===== config.mk =====
export PLATFORM = sky130hd
export DESIGN_NAME = uart_rx_os
export DESIGN_NICKNAME = d
export VERILOG_FILES = /design/src/rtl/uart_rx_os.sv
export SDC_FILE = /design/constraint.sdc
export NUM_CORES = 1
export LEC_CHECK = 0
export ABC_AREA = 1
export CAP_MARGIN = 30
export CORE_MARGIN = 2
export CORE_UTILIZATION = 53
export DETAILED_ROUTE_END_ITERATION = 10
export GPL_ROUTABILITY_DRIVEN = 0
export PLACE_DENSITY = 0.8
export SYNTH_ARGS = -nofsm -noshare
export SYNTH_HDL_FRONTEND = slang
export SYNTH_SLANG_ARGS = --single-unit

===== constraint.sdc =====
create_clock -name clk -period 1.8 [get_ports clk]
set_clock_uncertainty 0.05 [all_clocks]
set_input_delay 0.18 -clock clk [delete_from_list [all_inputs] [get_ports clk]]
set_output_delay 0.18 -clock clk [all_outputs]
set_load 0.02 [all_outputs]

===== src/rtl/uart_rx_os.sv =====
`default_nettype none
// uart_rx_os: oversampling UART receiver with 3-sample majority vote and FWFT receive FIFO.
// Optional break detection is enabled by defining UART_RX_BREAK_DETECT_EN.
module uart_rx_os #(
  parameter int DATA_MAX   = 9,
  parameter int OS_RATE    = 16,
  parameter int FIFO_DEPTH = 4
) (
  input  logic                clk,
  input  logic                rst,
  input  logic                rx,
  input  logic                tick,
  input  logic [3:0]          data_len,
  input  logic                parity_en,
  input  logic [1:0]          parity_mode,
  input  logic                stop2,
  input  logic                rd,
  input  logic                ovr_clr,
  output logic [DATA_MAX-1:0] data,
  output logic                par_err,
  output logic                frame_err,
  output logic                brk,
  output logic                empty,
  output logic                overrun,
  output logic                busy
);

  localparam int CW = $clog2(OS_RATE);
  localparam int AW = $clog2(FIFO_DEPTH);
  localparam int EW = DATA_MAX + 3;
  localparam logic [CW-1:0] C_S0   = CW'(OS_RATE / 2 - 1);
  localparam logic [CW-1:0] C_S1   = CW'(OS_RATE / 2);
  localparam logic [CW-1:0] C_S2   = CW'(OS_RATE / 2 + 1);
  localparam logic [CW-1:0] C_LAST = CW'(OS_RATE - 1);

  typedef enum logic [2:0] {
    ST_IDLE, ST_START, ST_DATA, ST_PARITY, ST_STOP1, ST_STOP2
  } state_t;

  state_t state, state_nx;

  logic                rx_m, rx_s;
  logic [CW-1:0]       cnt;
  logic                s0, s1, maj;
  logic                sample_pt, bit_end;
  logic                armed;
  logic [3:0]          len_clamp, len_l;
  logic                par_en_l, stop2_l;
  logic [1:0]          par_mode_l;
  logic [DATA_MAX-1:0] word;
  logic [3:0]          bit_idx;
  logic                perr, ferr, par_exp;
  logic                start_det, frame_done, done_ferr, done_brk, brk_cond;
  logic                push_q;
  logic [EW-1:0]       push_word;

  always_ff @(posedge clk or posedge rst) begin
    if (rst) begin
      rx_m <= 1'b1;
      rx_s <= 1'b1;
    end else begin
      rx_m <= rx;
      rx_s <= rx_m;
    end
  end

  assign sample_pt = tick && (cnt == C_S2);
  assign bit_end   = tick && (cnt == C_LAST);
  assign maj       = (s0 & s1) | (s0 & rx_s) | (s1 & rx_s);
  assign len_clamp = (data_len < 4'd5) ? 4'd5 :
                     (data_len > 4'(DATA_MAX)) ? 4'(DATA_MAX) : data_len;

  always_comb begin
    case (par_mode_l)
      2'b11:   par_exp = ~(^word);
      2'b10:   par_exp = ^word;
      2'b01:   par_exp = 1'b1;
      default: par_exp = 1'b0;
    endcase
  end

`ifdef UART_RX_BREAK_DETECT_EN
  logic par_rx;
  // Break: every bit from start through first stop (parity included) sampled low.
  assign brk_cond = !maj && (word == '0) && (!par_en_l || !par_rx);
`else
  assign brk_cond = 1'b0;
`endif

  always_ff @(posedge clk or posedge rst) begin
    if (rst) state <= ST_IDLE;
    else     state <= state_nx;
  end

  always_comb begin
    state_nx   = state;
    start_det  = 1'b0;
    frame_done = 1'b0;
    done_ferr  = 1'b0;
    done_brk   = 1'b0;
    case (state)
      ST_IDLE: begin
        if (tick && armed && !rx_s) begin
          state_nx  = ST_START;
          start_det = 1'b1;
        end
      end
      ST_START: begin
        if (sample_pt && maj) state_nx = ST_IDLE;
        else if (bit_end)     state_nx = ST_DATA;
      end
      ST_DATA: begin
        if (bit_end && (bit_idx == len_l - 4'd1))
          state_nx = par_en_l ? ST_PARITY : ST_STOP1;
      end
      ST_PARITY: begin
        if (bit_end) state_nx = ST_STOP1;
      end
      ST_STOP1: begin
        if (sample_pt) begin
          if (brk_cond) begin
            frame_done = 1'b1;
            done_ferr  = 1'b1;
            done_brk   = 1'b1;
            state_nx   = ST_IDLE;
          end else if (!stop2_l) begin
            frame_done = 1'b1;
            done_ferr  = !maj;
            state_nx   = ST_IDLE;
          end
        end else if (bit_end) begin
          state_nx = ST_STOP2;
        end
      end
      ST_STOP2: begin
        if (sample_pt) begin
          frame_done = 1'b1;
          done_ferr  = ferr | !maj;
          state_nx   = ST_IDLE;
        end
      end
      default: state_nx = ST_IDLE;
    endcase
  end

  always_ff @(posedge clk or posedge rst) begin
    if (rst) begin
      cnt        <= '0;
      s0         <= 1'b1;
      s1         <= 1'b1;
      armed      <= 1'b0;
      len_l      <= 4'd5;
      par_en_l   <= 1'b0;
      par_mode_l <= 2'b00;
      stop2_l    <= 1'b0;
      word       <= '0;
      bit_idx    <= '0;
      perr       <= 1'b0;
      ferr       <= 1'b0;
      push_q     <= 1'b0;
      push_word  <= '0;
`ifdef UART_RX_BREAK_DETECT_EN
      par_rx     <= 1'b0;
`endif
    end else begin
      push_q <= frame_done;
      if (frame_done) push_word <= {done_brk, done_ferr, perr, word};

      // The detecting tick counts as sample 0 of the start bit.
      if (tick) begin
        if (start_det)          cnt <= CW'(1);
        else if (cnt == C_LAST) cnt <= '0;
        else                    cnt <= cnt + CW'(1);
        if (cnt == C_S0) s0 <= rx_s;
        if (cnt == C_S1) s1 <= rx_s;
      end

      if (state == ST_IDLE) begin
        if (tick && rx_s)   armed <= 1'b1;
        else if (start_det) armed <= 1'b0;
      end else if (state_nx == ST_IDLE) begin
        armed <= frame_done & maj;
      end

      if (start_det) begin
        len_l      <= len_clamp;
        par_en_l   <= parity_en;
        par_mode_l <= parity_mode;
        stop2_l    <= stop2;
        word       <= '0;
        bit_idx    <= '0;
        perr       <= 1'b0;
        ferr       <= 1'b0;
`ifdef UART_RX_BREAK_DETECT_EN
        par_rx     <= 1'b0;
`endif
      end

      if (state == ST_DATA) begin
        if (sample_pt) begin
          for (int i = 0; i < DATA_MAX; i++)
            if (bit_idx == 4'(i)) word[i] <= maj;
        end
        if (bit_end) bit_idx <= bit_idx + 4'd1;
      end

      if (state == ST_PARITY && sample_pt) begin
        perr <= (maj != par_exp);
`ifdef UART_RX_BREAK_DETECT_EN
        par_rx <= maj;
`endif
      end

      if (state == ST_STOP1 && sample_pt) ferr <= !maj;
    end
  end

  logic [EW-1:0] mem [FIFO_DEPTH];
  logic [AW:0]   wr_ptr, rd_ptr;
  logic          fifo_full, do_pop, do_push;
  logic [EW-1:0] head;

  assign empty     = (wr_ptr == rd_ptr);
  assign fifo_full = (wr_ptr[AW] != rd_ptr[AW]) && (wr_ptr[AW-1:0] == rd_ptr[AW-1:0]);
  assign do_pop    = rd && !empty;
  // A simultaneous pop frees the slot, so a push into a full FIFO still lands.
  assign do_push   = push_q && (!fifo_full || do_pop);

  always_ff @(posedge clk) begin
    if (do_push) mem[wr_ptr[AW-1:0]] <= push_word;
  end

  always_ff @(posedge clk or posedge rst) begin
    if (rst) begin
      wr_ptr  <= '0;
      rd_ptr  <= '0;
      overrun <= 1'b0;
    end else begin
      if (do_push) wr_ptr <= wr_ptr + (AW+1)'(1);
      if (do_pop)  rd_ptr <= rd_ptr + (AW+1)'(1);
      if (push_q && fifo_full && !do_pop) overrun <= 1'b1;
      else if (ovr_clr)                   overrun <= 1'b0;
    end
  end

  assign head = empty ? '0 : mem[rd_ptr[AW-1:0]];
  assign {brk, frame_err, par_err, data} = head;
  assign busy = (state != ST_IDLE);

endmodule
`default_nettype wire


==> run_summary.xml, run 1 <==
<?xml version="1.0" encoding="UTF-8"?>
<metrics>
  <group name="clock_tree">
    <metric name="htreeDepth" unit="">3</metric>
    <metric name="clk_transition_reported_paths" unit="ns">0.09</metric>
    <metric name="cts_root_buf" unit="">sky130_fd_sc_hd__clkbuf_8</metric>
    <metric name="cts-root-to-sink-buffers" unit="">2</metric>
    <metric name="tritoncts.num_buffers" unit="">9</metric>
    <metric name="clock_latency_on_the_worst_skew_pair" unit="ns">0.36</metric>
    <metric name="cts_tree" unit="">yes</metric>
    <metric name="cts.sink_count" unit="">98</metric>
  </group>
  <group name="critical_path">
    <metric name="max_stage_delay" unit="ns">0.45</metric>
    <metric name="cp-end-kind" unit="">primary output</metric>
    <metric name="register_to_register_setup_slack" unit="ns">-0.10</metric>
    <metric name="timing.setup.critical_path_class" unit="">flop to primary output</metric>
    <metric name="critical_path.max_fanout" unit="">20</metric>
    <metric name="worst_r2r_path_depth" unit="">12</metric>
    <metric name="worstSetupStartpointType" unit="">flop</metric>
    <metric name="crit_slowest_cell" unit="">sky130_fd_sc_hd__dfrtp_2</metric>
    <metric name="setup.worst_path.start" unit="">rd_ptr[0]$_DFFE_PP0P_</metric>
    <metric name="rr_endpoint" unit="">armed$_DFFE_PP0P_</metric>
    <metric name="crit_chain" unit="">buf_4, buf_12, o21ai_0, o32ai_2, nand2_1, inv_1, buf_2</metric>
    <metric name="critical_path.reg2reg.startpoint" unit="">cnt[1]$_DFFE_PP0P_</metric>
    <metric name="crit_path_end" unit="">frame_err</metric>
    <metric name="critical_path_data_arrival_time" unit="ns">1.74</metric>
    <metric name="cp_data_required_time" unit="ns">1.57</metric>
  </group>
  <group name="yosys">
    <metric name="post-synth-top-area-cell" unit="">sky130_fd_sc_hd__edfxtp_1</metric>
    <metric name="synthesis.nets" unit="">511</metric>
    <metric name="synth_top_flop_cell" unit="">sky130_fd_sc_hd__dfrtp_1</metric>
    <metric name="ys_seq_elements" unit="">98</metric>
    <metric name="async_reset_ff_frac" unit="">0.5510</metric>
    <metric name="yosysUniqueCellTypes" unit="">38</metric>
    <metric name="synthDominantCellAreaShare" unit="">0.2846</metric>
    <metric name="ys_seq_area_frac" unit="">0.5772</metric>
    <metric name="synth.mux.area_fraction" unit="">0.002425</metric>
    <metric name="post-synth-top-count-cell" unit="">sky130_fd_sc_hd__nand2_1</metric>
    <metric name="synthSimpleGateAreaFrac" unit="">0.1991</metric>
    <metric name="synth-edff-count" unit="">44</metric>
    <metric name="synth-compound-area-share" unit="">0.09189</metric>
    <metric name="netlist_instances" unit="">484</metric>
    <metric name="synth_top_family_by_area" unit="">simple AND/OR/NAND/NOR gates</metric>
    <metric name="post_synth_fa_ha_maj_area_fraction" unit="">0.03503</metric>
    <metric name="yosys_warnings" unit="">0</metric>
    <metric name="synth.cell_area" unit="mm2">0.004643</metric>
    <metric name="synth.area.top_cells" unit="">sky130_fd_sc_hd__edfxtp_1, sky130_fd_sc_hd__dfrtp_1, sky130_fd_sc_hd__nand2_1, sky130_fd_sc_hd__inv_1, sky130_fd_sc_hd__nor2_1</metric>
    <metric name="netlist_top_cells_count" unit="">sky130_fd_sc_hd__nand2_1, sky130_fd_sc_hd__inv_1, sky130_fd_sc_hd__nor2_1</metric>
    <metric name="syn-mean-instance-area" unit="um2">9.593</metric>
    <metric name="synth_xor_area_frac" unit="">0.02829</metric>
  </group>
  <group name="cells_and_area">
    <metric name="syn_to_final_growth" unit="%">23.58</metric>
    <metric name="antennaDiodeCount" unit="">0</metric>
    <metric name="layout-drive-gt1-share" unit="">0.2397</metric>
    <metric name="finalCoreUtilization" unit="">0.6677</metric>
    <metric name="nets" unit="">581</metric>
  </group>
  <group name="floorplan">
    <metric name="io_pins" unit="">29</metric>
    <metric name="design.die.area" unit="mm2">0.009526</metric>
    <metric name="placement_rows" unit="">34</metric>
    <metric name="die_height" unit="um">97.60</metric>
    <metric name="placeableCoreArea" unit="mm2">0.008593</metric>
    <metric name="start_util" unit="">0.5403</metric>
    <metric name="die_w" unit="um">97.60</metric>
  </group>
  <group name="detailed_routing">
    <metric name="detailroute.via_count" unit="">3540</metric>
    <metric name="routed_wl" unit="um">9173</metric>
    <metric name="drt_iter0_markers" unit="">93</metric>
    <metric name="antenna_violating_nets_post_route" unit="">0</metric>
    <metric name="routed_length_per_instance" unit="um">13.75</metric>
    <metric name="vias_per_cell" unit="">5.307</metric>
    <metric name="drc" unit="">0</metric>
    <metric name="drt_pre_antenna_iters" unit="">4</metric>
  </group>
  <group name="pwr">
    <metric name="power_per_cell_area" unit="mW/mm2">1401</metric>
    <metric name="power_leakage" unit="nW">2.600</metric>
    <metric name="total_power" unit="mW">8.042</metric>
    <metric name="vdd_drop_max" unit="V">0.0007932</metric>
  </group>
  <group name="timing">
    <metric name="setup_slack" unit="ns">-0.1707</metric>
    <metric name="setup_failing_eps_final" unit="">25</metric>
    <metric name="rsz0062_at_grt" unit="">yes</metric>
    <metric name="period_minus_slack" unit="ns">1.971</metric>
    <metric name="tcrit_tclk_final" unit="">1.095</metric>
    <metric name="slew_viol_final" unit="">0</metric>
    <metric name="maxClockFrequency" unit="MHz">507.4</metric>
    <metric name="hold_viol" unit="">0</metric>
  </group>
  <group name="global_route">
    <metric name="number_of_global_route_vias_before_repair" unit="">3448</metric>
    <metric name="globalRoute.totalOverflow" unit="">0</metric>
    <metric name="grt_pass1_wl" unit="um">15190</metric>
    <metric name="largest_net_degree_at_the_start_of_global_routing" unit="">47</metric>
    <metric name="grt_antenna_before_repair" unit="">0</metric>
    <metric name="grtUsageTotal" unit="">0.1967</metric>
  </group>
  <group name="outcome">
    <metric name="violations" unit="">setup timing</metric>
    <metric name="result_of_the_run" unit="">complete, but fails checks</metric>
  </group>
  <group name="job">
    <metric name="max_cap_viol_count" unit="">0</metric>
  </group>
  <group name="place">
    <metric name="port-buffer-count" unit="">27</metric>
    <metric name="hpwlAfterDp" unit="um">6139</metric>
  </group>
  <group name="hold_path">
    <metric name="holdCritPathClass" unit="">primary input to flop</metric>
  </group>
</metrics>
[timing repair]
| action | 4_1_cts | 5_1_grt |
|---|---|---|
| pin swaps | 3 | 5 |
| setup endpoints to repair | 60 | 69 |
| endpoints found under the hold margin | 8 | 0 |
| setup buffers | 0 | 7 |
| cloned | 0 | 1 |
| gates resized for setup | 65 | 49 |
| hold buffers | 1 | 0 |
[kinds of logic (layout without fill, tap and decap cells)]
group / count (synthesis) / count (layout)
flops: 98 / 98
buf+inv: 78 / 153
xor+xnor: 15 / 15
mux: 1 / 1
fa+ha+maj: 13 / 13
compound gates: 72 / 72
other cells: 1 / 1
simple gates: 206 / 206
[layout make-up]
cell class                 count  area (um2)
multi-input combinational    308        1834
clock buffer                  10       137.6
timing repair buffer          71       625.6
fill                         650        2855
tap                          108       135.1
clock inverter                 6       71.32
inverter                      66       250.2
sequential                    98        2684
[layer usage]
layer | up-vias | global-route usage | wire length [um]
li1 | 1742 | - | -
met1 | 1692 | 0.2319 | 3823
met2 | 84 | 0.3475 | 4787
met3 | 22 | 0.03741 | 316
met4 | 0 | 0.08974 | 246
met5 | - | 0 | 0
[critical path: cells and delay by family, from the launching register on]
family,cells,cell delay [ns]
AO/OA/AOI/OAI,2,0.37
flip-flops,1,0.45
buffers and inverters,4,0.47
AND/OR/NAND/NOR,1,0.07
[where the power goes]
group	total, mW	switching (mW)	internal [mW]
Clock	1.49	0.789	0.698
Combinational	3.55	2.05	1.50
Sequential	3.00	0.329	2.67
Total	8.04	3.17	4.87
[per-stage QoR]
| stage | cell area, um2 | setup slack, ns | hold slack, ns | cells | TNS [ns] |
|---|---|---|---|---|---|
| floorplan | 4658 | -0.008291 | 0.1345 | 484 | -0.2736 |
| global placement | 5284 | -0.2544 | 0.2996 | 642 | -12.93 |
| detailed placement | 5284 | -0.2909 | 0.2982 | 642 | -15.40 |
| CTS | 5497 | -0.2386 | 0.1547 | 659 | -9.037 |
| global route | 5738 | -0.2657 | 0.1532 | 667 | -5.007 |
| finish | 5738 | -0.1707 | 0.1661 | 667 | -1.886 |
[cell usage in the layout, fill, tap and decap left out, types with 10 or more instances in the layout]
cell	count
sky130_fd_sc_hd__nand3_1	25
sky130_fd_sc_hd__nand2_1	89
sky130_fd_sc_hd__nand2_2	15
sky130_fd_sc_hd__o21ai_0	29
sky130_fd_sc_hd__ha_1	11
sky130_fd_sc_hd__nor2_1	48
sky130_fd_sc_hd__buf_4	40
sky130_fd_sc_hd__inv_1	57
sky130_fd_sc_hd__edfxtp_1	44
sky130_fd_sc_hd__a21oi_1	11
sky130_fd_sc_hd__dfrtp_1	45
sky130_fd_sc_hd__clkbuf_8	10
sky130_fd_sc_hd__clkdlybuf4s50_1	14
[worst min-delay path by stage]
stage | slack [ns] | start | cells past startpoint | endpoint
global placement | 0.30 | rx_m$_DFF_PP1_ | 0 | rx_s$_DFF_PP1_
finish | 0.17 | rx | 1 | rx_m$_DFF_PP1_
detailed placement | 0.30 | rx_m$_DFF_PP1_ | 0 | rx_s$_DFF_PP1_
global route | 0.15 | rx | 1 | rx_m$_DFF_PP1_
CTS | 0.15 | rx | 1 | rx_m$_DFF_PP1_
floorplan | 0.13 | rx | 0 | rx_m$_DFF_PP1_
[registers in the layout, indices dropped and copies added, names as in the netlist, 2 cells and up]
signal      flops
cnt             4
rd_ptr          3
len_l           4
wr_ptr          3
mem            44
par_mode_l      2
bit_idx         4
word            9
push_word      11
state           3
Note: power is estimated with default switching activity, not from simulation.
==> inputs of run 2 (changes only) <==
--- a/config.mk
+++ b/config.mk
@@ -6,12 +6,12 @@
 export NUM_CORES = 1
 export LEC_CHECK = 0
 export ABC_AREA = 1
-export CAP_MARGIN = 30
 export CORE_MARGIN = 2
 export CORE_UTILIZATION = 53
 export DETAILED_ROUTE_END_ITERATION = 10
 export GPL_ROUTABILITY_DRIVEN = 0
 export PLACE_DENSITY = 0.8
+export SLEW_MARGIN = 20
 export SYNTH_ARGS = -nofsm -noshare
 export SYNTH_HDL_FRONTEND = slang
 export SYNTH_SLANG_ARGS = --single-unit
==> results of run 2 <==
Final layout, timing and power as in run 1 (identical DEF).
==> inputs of run 3 (changes only) <==
--- a/config.mk
+++ b/config.mk
@@ -11,6 +11,7 @@
 export DETAILED_ROUTE_END_ITERATION = 10
 export GPL_ROUTABILITY_DRIVEN = 0
 export PLACE_DENSITY = 0.8
+export SETUP_SLACK_MARGIN = 0.2
 export SLEW_MARGIN = 20
 export SYNTH_ARGS = -nofsm -noshare
 export SYNTH_HDL_FRONTEND = slang
==> run_summary.xml, run 3 (synthesized netlist as in run 1, its figures left out) <==
<?xml version="1.0" encoding="UTF-8"?>
<metrics>
  <group name="timing">
    <metric name="maxClockFrequency" unit="MHz">486.4</metric>
    <metric name="hold_viol" unit="">0</metric>
    <metric name="rsz0062_at_grt" unit="">yes</metric>
    <metric name="setup_failing_eps_final" unit="">61</metric>
    <metric name="setup-tns-final" unit="ns">-9.237</metric>
    <metric name="period_minus_slack" unit="ns">2.056</metric>
    <metric name="setup_slack" unit="ns">-0.2559</metric>
    <metric name="tcrit_tclk_final" unit="">1.142</metric>
    <metric name="slew_viol_final" unit="">0</metric>
  </group>
  <group name="detailed_routing">
    <metric name="routed_length_per_instance" unit="um">16.18</metric>
    <metric name="vias_per_cell" unit="">5.443</metric>
    <metric name="routed_wl" unit="um">11120</metric>
    <metric name="antenna_violating_nets_post_route" unit="">0</metric>
    <metric name="drt_pre_antenna_iters" unit="">5</metric>
    <metric name="detailroute.via_count" unit="">3739</metric>
    <metric name="drc" unit="">0</metric>
    <metric name="drt_iter0_markers" unit="">165</metric>
  </group>
  <group name="pwr">
    <metric name="vdd_drop_max" unit="V">0.0008886</metric>
    <metric name="power_per_cell_area" unit="mW/mm2">1438</metric>
    <metric name="power_leakage" unit="nW">2.804</metric>
    <metric name="total_power" unit="mW">9.172</metric>
  </group>
  <group name="cells_and_area">
    <metric name="final_cell_mix" unit="">sky130_fd_sc_hd__nand2_1, sky130_fd_sc_hd__dfrtp_1, sky130_fd_sc_hd__edfxtp_1</metric>
    <metric name="mostFrequentLayoutCell" unit="">sky130_fd_sc_hd__nand2_1</metric>
    <metric name="antennaDiodeCount" unit="">0</metric>
    <metric name="layout-drive-gt1-share" unit="">0.3731</metric>
    <metric name="syn_to_final_growth" unit="%">37.38</metric>
    <metric name="fillers" unit="">553</metric>
    <metric name="nets" unit="">601</metric>
    <metric name="max_ffs_per_register" unit="">44</metric>
  </group>
  <group name="critical_path">
    <metric name="register_to_register_setup_slack" unit="ns">-0.18</metric>
    <metric name="timing.setup.critical_path_class" unit="">flop to primary output</metric>
    <metric name="critical_path_data_arrival_time" unit="ns">1.83</metric>
    <metric name="critical_path.max_fanout" unit="">7</metric>
    <metric name="cp_data_required_time" unit="ns">1.57</metric>
    <metric name="worstSetupStartpointType" unit="">flop</metric>
    <metric name="cp-end-kind" unit="">primary output</metric>
  </group>
  <group name="floorplan">
    <metric name="start_util" unit="">0.5403</metric>
    <metric name="io_pins" unit="">29</metric>
    <metric name="placeableCoreArea" unit="mm2">0.008593</metric>
    <metric name="placement_rows" unit="">34</metric>
    <metric name="die_w" unit="um">97.60</metric>
    <metric name="die_height" unit="um">97.60</metric>
    <metric name="design.die.area" unit="mm2">0.009526</metric>
  </group>
  <group name="outcome">
    <metric name="result_of_the_run" unit="">complete, but fails checks</metric>
    <metric name="violations" unit="">setup timing</metric>
  </group>
  <group name="clock_tree">
    <metric name="clk_transition_reported_paths" unit="ns">0.11</metric>
    <metric name="cts_root_buf" unit="">sky130_fd_sc_hd__clkbuf_8</metric>
    <metric name="clock_latency_on_the_worst_skew_pair" unit="ns">0.37</metric>
    <metric name="htreeDepth" unit="">3</metric>
    <metric name="tritoncts.num_buffers" unit="">9</metric>
    <metric name="cts_tree" unit="">yes</metric>
    <metric name="cts.sink_count" unit="">98</metric>
    <metric name="cts-root-to-sink-buffers" unit="">2</metric>
  </group>
  <group name="global_route">
    <metric name="grtUsageTotal" unit="">0.2280</metric>
    <metric name="number_of_global_route_vias_before_repair" unit="">3701</metric>
    <metric name="globalRoute.totalOverflow" unit="">0</metric>
    <metric name="largest_net_degree_at_the_start_of_global_routing" unit="">25</metric>
    <metric name="grt_pass1_wl" unit="um">17310</metric>
    <metric name="grt_antenna_before_repair" unit="">0</metric>
  </group>
  <group name="hold_path">
    <metric name="holdCritPathClass" unit="">primary input to async pin</metric>
  </group>
  <group name="place">
    <metric name="hpwlAfterDp" unit="um">6588</metric>
    <metric name="port-buffer-count" unit="">27</metric>
  </group>
  <group name="job">
    <metric name="max_cap_viol_count" unit="">0</metric>
  </group>
</metrics>
[run 3: cell types whose count changed in the layout (fill, tap and decap cells not counted), moves of 12 or more]
cell / change
sky130_fd_sc_hd__nand2_4: +12
sky130_fd_sc_hd__inv_1: -16
sky130_fd_sc_hd__nand2_1: -19
sky130_fd_sc_hd__inv_2: +12
sky130_fd_sc_hd__buf_6: +25
[run 3: per-stage QoR]
stage	area, um2	util	worst slack (ns)	hold slack [ns]	std cells
global placement	5354	0.6230	-0.07582	0.2962	639
CTS	5956	0.6931	-0.07397	0.09577	677
global route	6379	0.7423	-0.2586	0.1152	687
floorplan	4688	-	0.04319	0.1345	484
detailed placement	5354	0.6230	-0.1603	0.2979	639
finish	6379	0.7423	-0.2559	0.08598	687
[run 3: area by class of cell]
class / count / area [um2] / area share
clock buffer: 9 / 123.9 / 0.01942
clock inverter: 7 / 61.31 / 0.009612
inverter: 66 / 265.3 / 0.04158
multi-input combinational: 308 / 2113 / 0.3313
sequential: 98 / 2684 / 0.4208
tap: 108 / 135.1 / 0.02118
timing repair buffer: 91 / 996.0 / 0.1561
[run 3: worst paths after layout]
path,to,startpoint,cells after the start
max reg2reg,rd_ptr[1]$_DFFE_PP0P_,rd_ptr[0]$_DFFE_PP0P_,9
min reg2reg,rx_s$_DFF_PP1_,rx_m$_DFF_PP1_,0
max in group asynchronous,push_word[2]$_DFFE_PP0P_,rst,3
max,data[6],rd_ptr[0]$_DFFE_PP0P_,8
min,rd_ptr[2]$_DFFE_PP0P_,rst,2
min in group clk,rx_m$_DFF_PP1_,rx,1
[run 3: timing repair]
item / in CTS / in global routing
endpoints found under the setup margin: 72 / 92
setup buffers: 19 / 10
gates resized for setup: 137 / 102
pin swaps: 13 / 26
hold buffers: 0 / 0
cloned: 3 / 0
[run 3: power by group]
group	internal, mW	switching (mW)
logic	2.19	2.62
clock network	0.530	0.824
registers	2.67	0.333
total	5.39	3.78
[run 3: per-layer routing]
metal  routed length, um  GRT usage
met1                4233     0.2740
met3                 421    0.03957
met5                   0          0
met4                 282     0.1111
met2                6180     0.3963
[run 3: critical path: stages, from the launching register on]
cell and delay (ns):
sky130_fd_sc_hd__dfrtp_2 0.47, sky130_fd_sc_hd__inv_4 0.12, sky130_fd_sc_hd__nand2_2 0.08, sky130_fd_sc_hd__a21oi_2 0.22, sky130_fd_sc_hd__nand2_2 0.16, sky130_fd_sc_hd__buf_12 0.19
sky130_fd_sc_hd__nand2_2 0.07, sky130_fd_sc_hd__inv_2 0.04, sky130_fd_sc_hd__buf_6 0.12
